### config.mk
export PLATFORM = sky130hd
export DESIGN_NAME = mdu_sequencer
export DESIGN_NICKNAME = d
export VERILOG_FILES = /design/src/rtl/mdu_pkg.sv /design/src/rtl/mdu_datapath.sv /design/src/rtl/mdu_sequencer.sv
export SDC_FILE = /design/constraint.sdc
export NUM_CORES = 2
export LEC_CHECK = 0
export ABC_AREA = 1
export CAP_MARGIN = 10
export CORE_ASPECT_RATIO = 0.6
export CORE_MARGIN = 2
export CORE_UTILIZATION = 50
export DETAILED_ROUTE_END_ITERATION = 7
export PLACE_DENSITY_LB_ADDON = 0.05
export SETUP_SLACK_MARGIN = 0.02
export SLEW_MARGIN = 20
export SYNTH_ARGS = -nofsm -noshare
export SYNTH_HDL_FRONTEND = slang
export SYNTH_SLANG_ARGS = --single-unit
### constraint.sdc
create_clock -name clk -period 7.2 [get_ports clk]
set_input_delay 1.44 -clock clk [delete_from_list [all_inputs] [get_ports clk]]
set_output_delay 1.44 -clock clk [all_outputs]
set_load 0.01 [all_outputs]
### src/rtl/mdu_pkg.sv
// Shared encodings and defaults for the HI/LO multiply/divide sequencer.
// DIV/DIVU are only counted as multi-cycle ops when MDU_DIV_EN is defined.
package mdu_pkg;

   localparam int unsigned MDU_OP_W         = 3;
   localparam int unsigned MDU_XLEN         = 32;
   localparam int unsigned MDU_MULT_LAT_DEF = 5;
   localparam int unsigned MDU_DIV_LAT_DEF  = 10;

   typedef enum logic [MDU_OP_W-1:0] {
      MDU_NOP   = 3'd0,
      MDU_MULT  = 3'd1,
      MDU_MULTU = 3'd2,
      MDU_DIV   = 3'd3,
      MDU_DIVU  = 3'd4,
      MDU_MTHI  = 3'd5,
      MDU_MTLO  = 3'd6,
      MDU_RSVD  = 3'd7
   } mdu_op_e;

   typedef enum logic {
      ST_IDLE = 1'b0,
      ST_RUN  = 1'b1
   } mdu_state_e;

   // True for ops that occupy the unit for a latency period
   function automatic logic is_multicycle(input logic [MDU_OP_W-1:0] op);
      logic r;
      r = (op == MDU_MULT) || (op == MDU_MULTU);
`ifdef MDU_DIV_EN
      r = r || (op == MDU_DIV) || (op == MDU_DIVU);
`endif
      return r;
   endfunction

endpackage

### src/rtl/mdu_datapath.sv
// Combinational product and quotient/remainder from the latched operands.
// Divider ports and logic exist only when MDU_DIV_EN is defined.
module mdu_datapath
   import mdu_pkg::*;
(
   input  logic [MDU_OP_W-1:0]   op_i,
   input  logic [MDU_XLEN-1:0]   a_i,
   input  logic [MDU_XLEN-1:0]   b_i,
   output logic [2*MDU_XLEN-1:0] prod_o
`ifdef MDU_DIV_EN
   ,
   output logic [MDU_XLEN-1:0]   quot_o,
   output logic [MDU_XLEN-1:0]   rem_o,
   output logic                  div_zero_o
`endif
);

   logic                  mul_signed;
   logic [2*MDU_XLEN-1:0] a_ext;
   logic [2*MDU_XLEN-1:0] b_ext;

   // Sign- or zero-extend to 64 bits so one multiplier serves MULT and MULTU
   always_comb begin
      mul_signed = (op_i == MDU_MULT);
      a_ext      = {{MDU_XLEN{mul_signed & a_i[MDU_XLEN-1]}}, a_i};
      b_ext      = {{MDU_XLEN{mul_signed & b_i[MDU_XLEN-1]}}, b_i};
      prod_o     = a_ext * b_ext;
   end

`ifdef MDU_DIV_EN
   logic                a_neg;
   logic                b_neg;
   logic [MDU_XLEN-1:0] a_mag;
   logic [MDU_XLEN-1:0] b_mag;
   logic [MDU_XLEN-1:0] b_safe;
   logic [MDU_XLEN-1:0] q_mag;
   logic [MDU_XLEN-1:0] r_mag;

   // Divide magnitudes, then restore signs; this also gives 0x80000000 / -1 = 0x80000000 rem 0
   always_comb begin
      a_neg      = (op_i == MDU_DIV) & a_i[MDU_XLEN-1];
      b_neg      = (op_i == MDU_DIV) & b_i[MDU_XLEN-1];
      a_mag      = a_neg ? -a_i : a_i;
      b_mag      = b_neg ? -b_i : b_i;
      div_zero_o = (b_i == '0);
      b_safe     = div_zero_o ? MDU_XLEN'(1) : b_mag;
      q_mag      = a_mag / b_safe;
      r_mag      = a_mag % b_safe;
      quot_o     = (a_neg ^ b_neg) ? -q_mag : q_mag;
      rem_o      = a_neg ? -r_mag : r_mag;
   end
`endif

endmodule

### src/rtl/mdu_sequencer.sv
// HI/LO multiply/divide unit: IDLE/RUN sequencer, latency counter and HI/LO registers.
// Define MDU_DIV_EN to implement DIV/DIVU; otherwise ops 3/4 behave as NOP.
module mdu_sequencer
   import mdu_pkg::*;
#(
   parameter int unsigned MULT_LAT = MDU_MULT_LAT_DEF,
   parameter int unsigned DIV_LAT  = MDU_DIV_LAT_DEF
) (
   input  logic                clk,
   input  logic                rst_n,
   input  logic                start,
   input  logic [MDU_OP_W-1:0] op,
   input  logic [MDU_XLEN-1:0] rs_val,
   input  logic [MDU_XLEN-1:0] rt_val,
   input  logic                cancel,
   input  logic                md_use_d,
   output logic                busy,
   output logic                stall,
   output logic [MDU_XLEN-1:0] hi_out,
   output logic [MDU_XLEN-1:0] lo_out
);

   localparam int unsigned MAX_LAT = (MULT_LAT > DIV_LAT) ? MULT_LAT : DIV_LAT;
   localparam int unsigned CNT_W   = $clog2(MAX_LAT + 1);

   mdu_state_e          state_q, state_d;
   logic                busy_q, busy_d;
   logic [CNT_W-1:0]    cnt_q, cnt_d;
   logic [MDU_OP_W-1:0] op_q, op_d;
   logic [MDU_XLEN-1:0] a_q, a_d;
   logic [MDU_XLEN-1:0] b_q, b_d;
   logic [MDU_XLEN-1:0] hi_q, hi_d;
   logic [MDU_XLEN-1:0] lo_q, lo_d;

   logic [2*MDU_XLEN-1:0] prod;
`ifdef MDU_DIV_EN
   logic [MDU_XLEN-1:0]   quot;
   logic [MDU_XLEN-1:0]   rem;
   logic                  div_zero;
`endif

   mdu_datapath u_datapath (
      .op_i       (op_q),
      .a_i        (a_q),
      .b_i        (b_q),
      .prod_o     (prod)
`ifdef MDU_DIV_EN
      ,
      .quot_o     (quot),
      .rem_o      (rem),
      .div_zero_o (div_zero)
`endif
   );

   // Next-state: accept in IDLE, count down in RUN, write HI/LO as RUN completes
   always_comb begin
      state_d = state_q;
      busy_d  = busy_q;
      cnt_d   = cnt_q;
      op_d    = op_q;
      a_d     = a_q;
      b_d     = b_q;
      hi_d    = hi_q;
      lo_d    = lo_q;
      unique case (state_q)
         ST_IDLE: begin
            if (start && !cancel) begin
               if (is_multicycle(op)) begin
                  state_d = ST_RUN;
                  busy_d  = 1'b1;
                  op_d    = op;
                  a_d     = rs_val;
                  b_d     = rt_val;
                  cnt_d   = CNT_W'(MULT_LAT);
`ifdef MDU_DIV_EN
                  if ((op == MDU_DIV) || (op == MDU_DIVU)) begin
                     cnt_d = CNT_W'(DIV_LAT);
                  end
`endif
               end else if (op == MDU_MTHI) begin
                  hi_d = rs_val;
               end else if (op == MDU_MTLO) begin
                  lo_d = rs_val;
               end
            end
         end
         ST_RUN: begin
            if (cancel) begin
               state_d = ST_IDLE;
               busy_d  = 1'b0;
               cnt_d   = '0;
            end else if (cnt_q <= CNT_W'(1)) begin
               state_d = ST_IDLE;
               busy_d  = 1'b0;
               cnt_d   = '0;
               if ((op_q == MDU_MULT) || (op_q == MDU_MULTU)) begin
                  {hi_d, lo_d} = prod;
               end
`ifdef MDU_DIV_EN
               else if (!div_zero) begin
                  hi_d = rem;
                  lo_d = quot;
               end
`endif
            end else begin
               cnt_d = cnt_q - CNT_W'(1);
            end
         end
         default: begin
            state_d = ST_IDLE;
            busy_d  = 1'b0;
            cnt_d   = '0;
         end
      endcase
   end

   always_ff @(posedge clk or negedge rst_n) begin
      if (!rst_n) begin
         state_q <= ST_IDLE;
         busy_q  <= 1'b0;
         cnt_q   <= '0;
         op_q    <= '0;
         a_q     <= '0;
         b_q     <= '0;
         hi_q    <= '0;
         lo_q    <= '0;
      end else begin
         state_q <= state_d;
         busy_q  <= busy_d;
         cnt_q   <= cnt_d;
         op_q    <= op_d;
         a_q     <= a_d;
         b_q     <= b_d;
         hi_q    <= hi_d;
         lo_q    <= lo_d;
      end
   end

   // Stall looks at the live request so the D-stage op holds the same cycle
   assign stall  = md_use_d & (busy_q | (start & is_multicycle(op)));
   assign busy   = busy_q;
   assign hi_out = hi_q;
   assign lo_out = lo_q;

endmodule

==> impl_metrics.yaml <==
placement:
  place_congestion: 1.02
  dp_hpwl_um: 144000
  dp_slack_ns: -0.492
  portBuffers: 137
synthesis:
  synthCells: 5711
  ys_top_cells_by_area: "fa_1 49%, inv_1 13%, nand2_1 13%"
  yosys.area.top_type: "fa_1"
  syn_area_per_cell_um2: 7.98
  async_flop_share_pct: 100
  synth_edf_count: 0
  synth.top_cell.area_share_pct: 49.4
  synth_area_um2: 45600
  synth_seq_area_share_pct: 7.52
  synth.ff_latch_count: 137
  synth_common_cells: "1604 x inv_1, 1536 x nand2_1, 1125 x fa_1"
  synth_warnings: 0
  synth_top_flop_cell: "dfrtp_1"
  synth_most_common_cell: "inv_1"
  synth_fp_nets: 7122
  post_synth_num_cell_types: 42
timing:
  fin_skew_ns: 0.0315
  fin_crit_ns: 7.31
  fmax_mhz: 137
  finalCritPeriodShare_pct: 102
  finalHoldViolCount: 0
  finalSetupViolations: 13
  relSlewSlack_pct: 40.4
  timing.final.ws_setup_ns: -0.109
  rsz0062_at_grt: "true"
  tns_ns: -0.565
  drv_slew: 0
  worst_slew_pin_slew_ns: 0.895
grt:
  grt_pass1_wl_um: 252000
  first_global_vias: 38700
  gr-usage-all-layers_pct: 36.9
  grt_max_degree: 91
  grt.overflow.total: 0
  antenna_found_initial: 8
critical_path:
  slowest_stage: "fa_1"
  regToRegSetupSlack_ns: -0.11
  cp-start-kind: "register"
  timing.rr.start: "op_q[0]$_DFFE_PN0P_"
  cp_slowest_stage_delay_ns: 0.57
  worstSetupPathType: "reg -> reg"
  endpoint_kind: "register"
  crit_top_cell: "fa_1"
  worstPathArrival_ns: 7.72
  cp.required_ns: 7.61
  cp_max_fo: 11
  reg2regPathDepth: 30
  rr_endpoint: "hi_out[21]$_DFFE_PN0P_"
die:
  core_um2: 90000
  die-area_um2: 93700
  die_h_um: 238
  start_util_pct: 50.7
  fp.dieW_um: 394
  core.rowCount: 85
  io_pins: 138
min_path:
  hold_path_class: "reg -> reg"
  hold_path_depth: 2
  holdPathEnd: "lo_out[7]$_DFFE_PN0P_"
  hold_path_startpoint: "lo_out[7]$_DFFE_PN0P_"
flow_run:
  drv_cap: 0
drt:
  wl_met2_um: 63700
  dr.pass1.iters: 8
  post_drt_wl_per_cell_um: 22.8
  route.met3.wl_um: 24200
  via_per_inst: 5.19
  top_layer: "met5"
  drcViolationCount: 0
  dr_total_vias: 38200
  drtAntennaViolNets: 0
  wl_met1_um: 76300
  drt_iter0_markers: 3760
  wl_um: 168000
clock_network:
  root_buffer: "clkbuf_16"
  h-tree-depth: 4
  clockBufferDepth: 2
  cts_sinks: 137
  cts_tree: "yes"
  numCtsBuffers: 17
  cts.clk_slew.worst_paths_ns: 0.07
  insertion_delay_ns: 0.51
cells_and_area:
  area_growth_pct: 19.6
  final_util_pct: 60.6
  fin_nets: 7532
  drive_above_1_share_pct: 14.7
outcome:
  status: "complete, but fails checks"
  failed_checks: "setup timing"
## worst max path at each step
stage	to	depth (start not counted)	slack [ns]	from
final	hi_out[21]$_DFFE_PN0P_	30	-0.11	op_q[0]$_DFFE_PN0P_
after global routing	hi_out[30]$_DFFE_PN0P_	29	-0.40	op_q[1]$_DFFE_PN0P_
after CTS	hi_out[30]$_DFFE_PN0P_	32	-0.06	op_q[1]$_DFFE_PN0P_
after detailed placement	hi_out[30]$_DFFE_PN0P_	30	-0.49	op_q[1]$_DFFE_PN0P_
after global placement	hi_out[27]$_DFFE_PN0P_	31	-0.47	op_q[0]$_DFFE_PN0P_
after floorplan	hi_out[30]$_DFFE_PN0P_	27	0.03	op_q[1]$_DFFE_PN0P_
## worst max-delay path, delay by kind of cell, from the launching register on
kind                       cells  cell delay [ns]
AOI/OAI and AO/OA              3             0.52
adders and majority gates      9             4.39
buffers and inverters          9             1.05
DFF                            1             0.38
and+or+nand+nor                9             0.87
## state kept, by name (all words and copies together) (netlist names)
register	count
a_q	32
b_q	32
hi_out	32
lo_out	32
cnt_q	4
op_q	3
busy	1
state_q	1
## timing repair
| action | in CTS | in global routing |
|---|---|---|
| cloned | 0 | 1 |
| hold buffers | 0 | 0 |
| pin swaps | 17 | 29 |
| endpoints found under the setup margin | 38 | 43 |
| buffers inserted | 3 | 3 |
| gates resized for setup | 183 | 156 |
## cell usage in the layout (no fill, tap or decap), drive strengths merged, types with 6 or more instances in the layout
master and n:
inv 1613, nand2 1541, fa 1125, buf 554, nor2 297, ha 214, dfrtp 137, clkdlybuf4s50 136
nand3 127, a21oi 126, o21ai 101, nand4 23, a2bb2oi 20, clkbuf 20, or2 18, o21bai 14
o21a 12, a31oi 9, nor3 9, nand3b 8, xor2 8, diode 6, clkinvlp 6
## kinds of logic (layout without fill, tap and decap cells)
logic type,Yosys count,count (layout),synth area share (%)
buffers and inverters,1910,2333,15.9
adder cells (fa/ha/maj),1339,1339,55.3
other,0,6,0
AND/OR/NAND/NOR,2028,2028,17.6
XOR/XNOR,10,10,0.192
AO/OA/AOI/OAI,287,287,3.56
flip-flops,137,137,7.52
## per-layer routing
layer / track usage (%) / vias up
met5: 0.0510 / -
met4: 7.56 / 4
met3: 13.5 / 160
met2: 48.7 / 2061
met1: 57.3 / 19100
li1: - / 16900
## area by class of cell
| cell class | count | area, µm² |
|---|---|---|
| Multi-Input combinational cell | 3664 | 36200 |
| Fill cell | 8122 | 35500 |
| Timing Repair Buffer | 691 | 6740 |
| Inverter | 1610 | 6060 |
| Sequential cell | 137 | 3430 |
| Tap cell | 1218 | 1520 |
| Clock buffer | 19 | 443 |
| Clock inverter | 13 | 109 |
| Antenna cell | 6 | 15.0 |
## metrics by stage
| step | std cells | hold WS, ns | area (µm²) |
|---|---|---|---|
| 6_report | 7358 | 0.484 | 54500 |
| 5_1_grt | 7354 | 0.501 | 54500 |
| 4_1_cts | 7348 | 0.486 | 53900 |
| 3_5_place_dp | 7313 | 0.467 | 52600 |
| 3_3_place_gp | 7313 | 0.466 | 52600 |
| 2_1_floorplan | 5711 | 0.453 | 45600 |
Power is left out: the tool's default activity adds up to more than one toggle a clock period on the data nets, which glitch-free logic cannot reach.
